## src/rtl/mux_pkg.sv

```systemverilog
// Shared definitions for the mux select arbiter and the 2:1 mux bench:
// arbiter state encoding, select constants and the idle-time pick rule.
package mux_pkg;

    typedef enum logic [1:0] {
        IDLE    = 2'd0,
        GRANT_A = 2'd1,
        GRANT_B = 2'd2,
        GAP     = 2'd3
    } arb_state_e;

    localparam logic SEL_A = 1'b0;
    localparam logic SEL_B = 1'b1;

    // Choice made when nobody owns the mux: a lone requester wins, and on a
    // tie the source that did not own the mux last time wins.
    function automatic arb_state_e idle_pick(input logic req_a,
                                             input logic req_b,
                                             input logic last);
        arb_state_e result;
        result = IDLE;
        if (req_a && req_b) begin
            result = (last == SEL_A) ? GRANT_B : GRANT_A;
        end else if (req_a) begin
            result = GRANT_A;
        end else if (req_b) begin
            result = GRANT_B;
        end
        return result;
    endfunction

    // Mux select value that belongs to a grant state.
    function automatic logic grant_sel(input arb_state_e s);
        return (s == GRANT_B) ? SEL_B : SEL_A;
    endfunction

endpackage

```

## src/rtl/sat_counter.sv

```systemverilog
// Up-counter with synchronous clear that sticks at all-ones instead of
// wrapping. Clear has priority over increment.
module sat_counter #(
    parameter int W = 8
) (
    input  logic         clk,
    input  logic         rst_n,
    input  logic         clr,
    input  logic         inc,
    output logic [W-1:0] q
);

    logic [W-1:0] cnt_q;
    logic [W-1:0] cnt_d;

    // Next count: clear, saturating increment, or hold.
    always_comb begin
        cnt_d = cnt_q;
        if (clr) begin
            cnt_d = '0;
        end else if (inc && (cnt_q != {W{1'b1}})) begin
            cnt_d = cnt_q + W'(1);
        end
    end

    // Count register.
    always_ff @(posedge clk or negedge rst_n) begin
        if (!rst_n) begin
            cnt_q <= '0;
        end else begin
            cnt_q <= cnt_d;
        end
    end

    assign q = cnt_q;

endmodule

```

## src/rtl/mux_sel_arbiter.sv

```systemverilog
// Two-source arbiter driving the select of a 2:1 mux. Grants one source at a
// time, holds a grant for a minimum time under contention, alternates on
// contention, and inserts a dead gap (both grants low) before every
// switchover so the mux never changes source under an active grant.
module mux_sel_arbiter
    import mux_pkg::*;
#(
    parameter int HOLD_CYCLES = 4,
    parameter int GAP_CYCLES  = 1,
    parameter int CNT_W       = 8
) (
    input  logic             clk,
    input  logic             rst_n,
    input  logic             req_a,
    input  logic             req_b,
    output logic             sel,
    output logic             grant_a,
    output logic             grant_b,
    output logic [CNT_W-1:0] switch_cnt
);

    // Hold and gap counters count the cycles spent in the current grant or
    // gap including the present one, so they stop at their limit.
    localparam int HW = $clog2(HOLD_CYCLES + 1);
    localparam int GW = $clog2(GAP_CYCLES + 1);
    localparam logic [HW-1:0] HOLD_MAX = HW'(HOLD_CYCLES);
    localparam logic [GW-1:0] GAP_MAX  = GW'(GAP_CYCLES);

    arb_state_e state_q, state_d;
    logic       sel_q, sel_d;
    logic       last_q, last_d;
    logic       grant_a_q, grant_b_q;
    logic       switch_inc;
    logic       other_req;
    logic       grant_next;
    arb_state_e pick;
    logic [HW-1:0] hold_q;
    logic [GW-1:0] gap_q;

    assign grant_next = (state_d == GRANT_A) || (state_d == GRANT_B);

    // Minimum-hold timer: starts at 1 on the edge a grant rises.
    sat_counter #(.W(HW)) u_hold_cnt (
        .clk   (clk),
        .rst_n (rst_n),
        .clr   (!grant_next),
        .inc   (grant_next && (hold_q < HOLD_MAX)),
        .q     (hold_q)
    );

    // Dead-gap timer: starts at 1 on the edge the gap is entered.
    sat_counter #(.W(GW)) u_gap_cnt (
        .clk   (clk),
        .rst_n (rst_n),
        .clr   (state_d != GAP),
        .inc   ((state_d == GAP) && (gap_q < GAP_MAX)),
        .q     (gap_q)
    );

    // Switchover counter: only ever cleared by reset.
    sat_counter #(.W(CNT_W)) u_switch_cnt (
        .clk   (clk),
        .rst_n (rst_n),
        .clr   (1'b0),
        .inc   (switch_inc),
        .q     (switch_cnt)
    );

    // Next-state, select and last-owner decisions.
    always_comb begin
        state_d    = state_q;
        sel_d      = sel_q;
        last_d     = last_q;
        switch_inc = 1'b0;
        other_req  = (last_q == SEL_A) ? req_b : req_a;
        pick       = idle_pick(req_a, req_b, last_q);

        case (state_q)
            IDLE: begin
                state_d = pick;
                if (pick != IDLE) begin
                    sel_d = grant_sel(pick);
                end
            end
            GRANT_A: begin
                if (!req_a || (req_b && (hold_q >= HOLD_MAX))) begin
                    last_d  = SEL_A;
                    state_d = req_b ? GAP : IDLE;
                end
            end
            GRANT_B: begin
                if (!req_b || (req_a && (hold_q >= HOLD_MAX))) begin
                    last_d  = SEL_B;
                    state_d = req_a ? GAP : IDLE;
                end
            end
            GAP: begin
                if (gap_q >= GAP_MAX) begin
                    if (other_req) begin
                        state_d    = (last_q == SEL_A) ? GRANT_B : GRANT_A;
                        sel_d      = ~last_q;
                        switch_inc = 1'b1;
                    end else begin
                        // Other source gave up during the gap: behave as idle.
                        state_d = pick;
                        if (pick != IDLE) begin
                            sel_d = grant_sel(pick);
                        end
                    end
                end
            end
            default: begin
                state_d = IDLE;
            end
        endcase
    end

    // State and registered outputs; grants are decoded from the next state
    // so they rise on the same edge as the state change.
    always_ff @(posedge clk or negedge rst_n) begin
        if (!rst_n) begin
            state_q   <= IDLE;
            sel_q     <= SEL_A;
            last_q    <= SEL_B;
            grant_a_q <= 1'b0;
            grant_b_q <= 1'b0;
        end else begin
            state_q   <= state_d;
            sel_q     <= sel_d;
            last_q    <= last_d;
            grant_a_q <= (state_d == GRANT_A);
            grant_b_q <= (state_d == GRANT_B);
        end
    end

    assign sel     = sel_q;
    assign grant_a = grant_a_q;
    assign grant_b = grant_b_q;

endmodule

```

## config.mk

```make
export PLATFORM = sky130hd
export DESIGN_NAME = mux_sel_arbiter
export DESIGN_NICKNAME = d
export VERILOG_FILES = /design/src/rtl/mux_pkg.sv /design/src/rtl/sat_counter.sv /design/src/rtl/mux_sel_arbiter.sv
export SDC_FILE = /design/constraint.sdc
export NUM_CORES = 1
export LEC_CHECK = 0
export ABC_CLOCK_PERIOD_IN_PS = 1500
export CORE_UTILIZATION = 49
export CTS_BUF_LIST = sky130_fd_sc_hd__clkbuf_8
export DETAILED_ROUTE_END_ITERATION = 6
export PLACE_DENSITY = 0.77
export SLEW_MARGIN = 20
export SYNTH_ARGS = -nofsm -noshare
export SYNTH_HDL_FRONTEND = slang
export SYNTH_SLANG_ARGS = --single-unit
```

## constraint.sdc

```tcl
create_clock -name clk -period 1.5 [get_ports clk]
set_input_delay 0.3 -clock clk [delete_from_list [all_inputs] [get_ports clk]]
set_output_delay 0.3 -clock clk [all_outputs]
set_load 0.02 [all_outputs]
```

==> results list, run 1 <==
* Yosys cell types: 37
* Area taken by flip-flops and latches: between 400 and 500 µm²
* Count of port buffers added during placement: 14
* Arr. time, crit path: 1.85 ns
- Required time reported for the critical path endpoint: 1.65 ns
- Share of the synthesized area in the top cell type: 0.4331
- STA classifies the critical path startpoint as a flop.
- After clock tree synthesis, the clock-pin slew on the worst setup and hold paths is 0.07 ns.
- Top sig layer: met4
- The initial antenna violation count came to 0.
* Pleak: 0.0007173 µW
* Synthesized Nets: 96
* Horiz. Die Dim: about 47 µm
- Number of buffers between clock root and the deepest sink: 2
- Across the routed clock network, the largest skew measured is 0.002800 ns.
- Critical path capture point type: flop
- In this run the remaining antenna-violating nets after routing total 0.
- The share of total power dissipated in combinational logic is 0.600.
* Final routed wirelength across all metal layers: roughly 2.9 mm
- After global routing the overflow that remains totals 0.
- R2R depth: 6
* Die Span Y: 46.77 µm
- The critical path is of the flop to flop type.
- Setup repair after global routing could not meet its margin everywhere.
- Share of power burned in the clock network: 0.124
- The core region is 1802 µm².
- Fill count: between 100 and 150
- Initial DRT Pass Iterations: 4
* Most frequent standard cell in the layout excluding fill and tap cells: buf_4
- The final number of hold-violating endpoints came to 0.
* Met3 wire length: 140 µm
- Share of post-route cells with drive strength above 1: 0.4478
* Ports placed on the boundary: 15
* Final-stage net count: 144
- The floorplan step defined a die boundary enclosing 2187 µm².
* Switching part of the total power: 0.4040
- For this configuration, the core starts out at a cell density of 0.5451.
- Clock tree synthesis found a total of 18 sinks.
- The worst pin sits at a relative slew slack of 0.7631.
* Post-Route Setup TNS: -1.275 ns
* Filler-free cell count of the finished design: 159
* Crit path setup slack, layout: -0.2064 ns
* Internal power contribution: 1913 µW
- Counting flops with an async set or reset pin after synthesis yields a share of 1.000.
- Antenna cells: 0
- Slew of the pin with the lowest slew margin: 0.3526 ns
- Routability congestion estimate from global placement: 0.8534
* Multi-input gate area in the final layout: approximately 600 µm²
- Final slew viol count: 0
- After legalization and detailed placement, the total HPWL measured between 1.5 and 2 mm.
- Total CTS buffers: 3
* Maximum ir drop on the vdd rail: 0.001549 V
* Most area-hungry cell type in the Yosys netlist: dfrtp_1
* Count of flip-flops with a built-in enable after synthesis: 0
- Power consumption: about 3200 µW
- The library cells used most frequently in the layout, excluding fill and tap cells, are buf_4, dfrtp_1, dlygate4sd2_1.
- The mapped netlist covers 982.2 µm².
* Share of the yosys chip area belonging to registers: 0.4599
- Subtracting the final worst setup slack from the clock period gives 1.706 ns.
* Synth area leaders: dfrtp_1, ha_1, mux2i_1, a2111oi_4, dfstp_2
* Synthesis-to-layout area growth: 56.69%
- Violations in the final reports: negative setup slack
* Max-capacitance violation count: 0
* Final cycle utilization of the critical path: 1.138
- In the routed layout, each cell is associated on average with a via count of 5.591.
- After clock tree synthesis, the flow added hold-fix buffers numbering 0.
- Along the worst path, the maximum fanout reaches 3.
- DR WL met2: ~1.5 mm
- Yosys warning total: 0
- Clock Tree Root: clkbuf_8
- Clock tree from TritonCTS: built
- Insertion delay of the later-clocked pin in the worst-skew pair: 0.26 ns
- In this run the number of H-tree levels came out at 1.
* Max Clock Freq: 586.0 MHz
- Register bit count reported by yosys: 18
* Run status: complete, but fails checks
* Total via count after detailed routing: about 890
- Final setup violation count: 14
* DRT met1 WL: about 1.2 mm
* Dominant synthesized flop cell: dfrtp_1
* Number of global-route vias before repair: around 900
- The analysis attributes to net switching a power of between 1000 and 1500 µW.
- The share of total power dissipated in sequential elements is 0.275.
* Maximum number of pins on one net before global-route repair: 19
* Classification of the worst-slack hold path: primary input to asynchronous set/reset pin
- The number of placed instances, taps included, is approximately 150.
* Global-route usage over all layers: 0.2969
- After detailed routing, the number of remaining DRC violations is 0.
* Placement Rows: 15
* Wire length per cell after detailed routing: 18.06 µm
* Synthesized area per cell: 11.29 µm²
- The cell count after synthesis came out at 87.
* Wire length of the first global-routing pass: 4.229 mm
- Across all hold checks on the routed design, the worst slack comes to 0.3620 ns.
- Power spread over the standard cell area amounts to 2085 nW/µm².
- Drt first-iter violations: 28
## stage by stage
step / util / area (µm²) / setup slack (ns)
floorplan: - / 997.2 / -0.1789
global placement: 0.7646 / 1378 / -0.5267
detailed placement: 0.7646 / 1378 / -0.5846
CTS: 0.8292 / 1494 / -0.1999
global route: 0.8542 / 1539 / -0.2430
finish: 0.8542 / 1539 / -0.2064
## layer usage
metal | track usage | up-vias
li1 | - | 407
met1 | 0.3666 | 437
met2 | 0.5028 | 32
met3 | 0.05385 | 13
met4 | 0.1429 | 0
met5 | 0 | -
## repair_timing
item / in CTS / in global routing
endpoints found under the setup margin: 24 / 16
hold endpoints to repair: 0 / 0
pin swaps: 9 / 6
resized for setup: 23 / 8
setup buffers: 1 / 1
## critical path: stages, from the launching register on
cell,delay [ns]
dfstp_2,0.55
nand2_2,0.06
and2_4,0.16
o21a_1,0.19
o32a_1,0.24
ha_4,0.27
nor2b_1,0.12
## synthesized netlist by cell type (3+ instances only)
master and instances:
a21oi_1 3, and2_1 3, dfrtp_1 17, ha_1 5, inv_1 5, mux2i_1 4, nand2_1 4, nor2_1 3
nor3_1 3, o21ai_0 3, xnor2_1 3, xor2_1 3
## cells by family (layout without fill, tap and decap cells)
family / count (synthesis) / in the layout / synth area share
xor+xnor: 6 / 6 / 0.05351
simple gates: 27 / 27 / 0.1669
fa+ha+maj: 5 / 5 / 0.06369
compound gates: 17 / 17 / 0.1567
buf+inv: 8 / 55 / 0.03567
flops: 18 / 18 / 0.4599
mux: 6 / 6 / 0.06369
## power by group through the flow
stage / logic (µW) / registers, µW / clock network, µW
floorplan: 705 / 1010 / 0
global placement: 1580 / 864 / 0
detailed placement: 1670 / 884 / 0
CTS: 1790 / 872 / 393
global route: 2050 / 909 / 425
finish: 1930 / 883 / 399
## layout make-up
type,instances,share of cell area
multi-input cells,61,0.3919
flip-flops and latches,18,0.2951
repair buffers,46,0.2447
clock buffers,4,0.03577
well taps,25,0.02033
inverters,5,0.01220
## path summary, 6_finish.rpt
check / endpoint / slack (ns) / start
hold / removal: u_switch_cnt.q[4]$_DFFE_PN0P_ / 0.36 / rst_n
min in group clk: u_switch_cnt.q[6]$_DFFE_PN0P_ / 0.52 / u_switch_cnt.q[6]$_DFFE_PN0P_
max in group asynchronous: last_q$_DFFE_PN1P_ / 0.88 / rst_n
hold reg to reg: u_switch_cnt.q[6]$_DFFE_PN0P_ / 0.52 / u_switch_cnt.q[6]$_DFFE_PN0P_
setup reg to reg: u_hold_cnt.q[1]$_DFFE_PN0P_ / -0.21 / last_q$_DFFE_PN1P_
setup / recovery: u_hold_cnt.q[1]$_DFFE_PN0P_ / -0.21 / last_q$_DFFE_PN1P_
## state kept, by name, summed over array words and instances, names as in the netlist
register	count
sel	1
grant_a	1
u_switch_cnt.q	8
grant_b	1
state_q	2
last_q	1
u_gap_cnt.q	1
u_hold_cnt.q	3
(Power assumes the default switching activity.)
==> inputs of run 2 (changes only) <==
ABC_CLOCK_PERIOD_IN_PS = 1600   (was 1500)
CORE_UTILIZATION = 50   (was 49)
CTS_CLUSTER_DIAMETER = 100   (was default)
PLACE_DENSITY = 0.76   (was 0.77)
clock period = 1.6 ns   (was 1.5 ns; I/O delays follow)
==> run 2 against run 1 <==
Against the previous run:
- the flow still finishes with violations (negative setup slack)
- flip-flop and latch count unchanged
- final cell count down 8.8%
- global-route usage down 7.6 points
- critical path depth unchanged
- non-clock buffer count down 14
- total power down 20%
- clock power down 8.5%
- critical endpoint is now u_hold_cnt.q[0]$_DFFE_PN0P_
==> results list, run 2 (synthesis gave the netlist of run 1 again) <==
- Run status: complete, but fails checks
* Violations in the final reports: negative setup slack
* Maximum number of pins on one net before global-route repair: 13 (-6)
- The detailed-route DRC error count was 0 (unchanged).
* Final setup violation count: 5 (-9)
- The worst hold slack after final layout was 0.3341 ns (-0.02784 ns).
- The total inserted antenna cells was 0 (unchanged).
- Final routed wirelength across all metal layers: 2.033 mm (-29%)
- The final instance area came to 1394 µm² (-9.4%).
- The HPWL after detailed placement was 1.508 mm (-21%).
- The net count reported at finish is 130 (-9.7%).
* Tightest slew margin relative to the limit: 0.7360 (-0.02706)
- Max Clock Freq: 594.5 MHz (+1.4%)
- Worst flop-to-flop path startpoint: last_q$_DFFE_PN1P_
- Leaving out fill and tap cells, the most frequent cell in the layout is buf_4.
* Clock tree from TritonCTS: built
- The share of final-layout standard cells stronger than drive strength 1 is 0.3583 (-0.08943).
- Horiz. Die Dim: 46.32 µm (-0.96%)
- The cell area after placement was 1285 µm² (-6.7%).
* Maximum ir drop on the vdd rail: 0.001383 V (-11%)
* Synthesis-to-layout area growth: 41.91%
- Setup repair after global routing could not meet its margin everywhere.
* Count of port buffers added during placement: 14 (unchanged)
* Number of buffers between clock root and the deepest sink: 2 (unchanged)
- Required time reported for the critical path endpoint: 1.74 ns (+0.09 ns)
* Crit path setup slack, layout: -0.08205 ns (+0.1243 ns)
* Setup WS pre-CTS: -0.4796 ns (+0.1050 ns)
- Initial core utilization: 0.5509 (+0.005738)
- The final critical path time including I/O delays and setup is 1.682 ns (-0.02430 ns).
- The number of buffers and inverters on the critical path is 0 (unchanged).
- Initial DRT Pass Iterations: 4 (unchanged)
- The all-layer global routing usage was 0.2214 (-0.07552).
- The total power density per cell area came to 1834 nW/µm² (-12%).
- Number of nets with antenna violations after detailed routing: 0 (unchanged)
- Routability congestion estimate from global placement: 0.8981 (+5.2%)
- Commonest cells after routing, fill and taps aside: buf_4, dfrtp_1, dlygate4sd2_1
- On the critical path, the stage with the largest delay is an instance of dfstp_2.
- The area of the core is 1783 µm² (-1.0%).
* Initial antenna violation count: 0 (unchanged)
* Cell-by-cell trace of the critical path: nand2_2, and2_4, o21a_1, o32a_1, ha_1, and2_1
* Arr. time, crit path: 1.82 ns (-0.03 ns)
* Critical path startpoint category: flop
* CP startpoint: last_q$_DFFE_PN1P_
* Post-Route Setup TNS: -0.2648 ns (+1.010 ns)
- The count of maximum capacitance violations came to 0 (unchanged).
- The slew at the pin closest to its max-slew limit was 0.3929 ns (+0.04028 ns).
- Area of the die: 2146 µm² (-1.9%)
- Sum of overflow across all layers after global routing: 0 (unchanged)
- Clock Tree Root: clkbuf_8
- Depth of the CTS H-tree: 1 (unchanged)
- The maximum net fanout on the critical path is 5 (+2).
* Classification of the worst-slack hold path: primary input to asynchronous set/reset pin
- Quantity of hold-fixing buffers added after cts: 0 (unchanged)
- The average detailed-routed wire length per instance was 14.02 µm (-22%).
* Detailed-route vias per instance: 5.421 (-3.0%)
- Insertion delay of the later-clocked pin in the worst-skew pair: 0.25 ns (about the same)
- The critical path's largest stage delay was 0.57 ns (+0.02 ns).
- The number of flip-flops in the largest register was 8 (unchanged).
- The CTS clock-pin slew for the worst setup and hold paths was 0.07 ns (about the same).
- The worst setup path is of the flop to flop kind.
* Fin Clk Skew: 0.001596 ns (-0.001204 ns)
- The cell count after placement was 141 (-7.8%).
- The via count of the first global-routing pass is 727 (-18%).
- In this design, the largest share of critical-path delay is due to flip-flops.
* Final cycle utilization of the critical path: 1.051 (-0.08629)
- Pleak: 0.0006451 µW (-10%)
- The worst setup path is captured at a flop.
- The number of pins exceeding their max-slew limit in the final report is 0 (unchanged).
- Ports placed on the boundary: 15 (unchanged)
- The number of vias after detailed routing was 786 (-12%).
* Final-report hold violation count: 0 (unchanged)
- The iteration-0 DRC count of the detailed router is 10 (-64%).
- Placement Rows: 15 (unchanged)
- Clock Sink Count: 18 (unchanged)
- The total CTS buffers came to 3 (unchanged).
- Die Span Y: 46.32 µm (-0.96%)
- The number of standard cells in the layout, taps in and fillers out is 145 (-8.8%).
- Wire length of the first global-routing pass: 3.305 mm (-22%)
-- run 2: cell count changes in the layout (fill, tap and decap cells not counted), moves of 2 or more --
cell             change
ha_4                 -2
dlygate4sd2_1        -2
clkdlybuf4s50_1      +2
ha_1                 +2
buf_4               -13
-- run 2: final timing paths --
path	end	slack [ns]	depth (start not counted)
worst max-delay path	u_hold_cnt.q[0]$_DFFE_PN0P_	-0.08	6
max in group asynchronous	u_switch_cnt.q[0]$_DFFE_PN0P_	0.78	2
worst min-delay path	u_switch_cnt.q[4]$_DFFE_PN0P_	0.33	1
worst min register to register	u_switch_cnt.q[6]$_DFFE_PN0P_	0.52	1
min in group clk	u_switch_cnt.q[6]$_DFFE_PN0P_	0.52	1
worst max register to register	u_hold_cnt.q[0]$_DFFE_PN0P_	-0.08	6
-- run 2: through the flow --
stage               utilization  power (µW)
finish                   0.7818        2556
global route             0.7818        2731
CTS                      0.7677        2529
detailed placement       0.7207        2168
global placement         0.7207        2129
floorplan                     -        1605
-- run 2: final cells by class --
type,count,area (µm²)
Fill cell,120,389.1
Timing Repair Buffer,32,270.3
Multi-Input combinational cell,61,563.0
Inverter,5,18.77
Clock buffer,4,55.05
Tap cell,25,31.28
Sequential cell,18,455.4
-- run 2: metal layers --
| layer | part of all wire | global-route usage |
|---|---|---|
| met1 | 0.47 | 0.3119 |
| met2 | 0.49 | 0.3444 |
| met3 | 0.031 | 0.02353 |
| met4 | 0.0059 | 0.08824 |
| met5 | 0 | 0 |
-- run 2: repair_timing --
item / 4_1_cts / 5_1_grt
pin swaps: 7 / 1
endpoints found under the setup margin: 20 / 10
buffers inserted: 0 / 0
resized for setup: 17 / 6
-- run 2: where the power goes --
group          switching (µW)  internal (µW)
registers                 213            664
clock network             146            218
logic                     644            671
total                    1000           1550
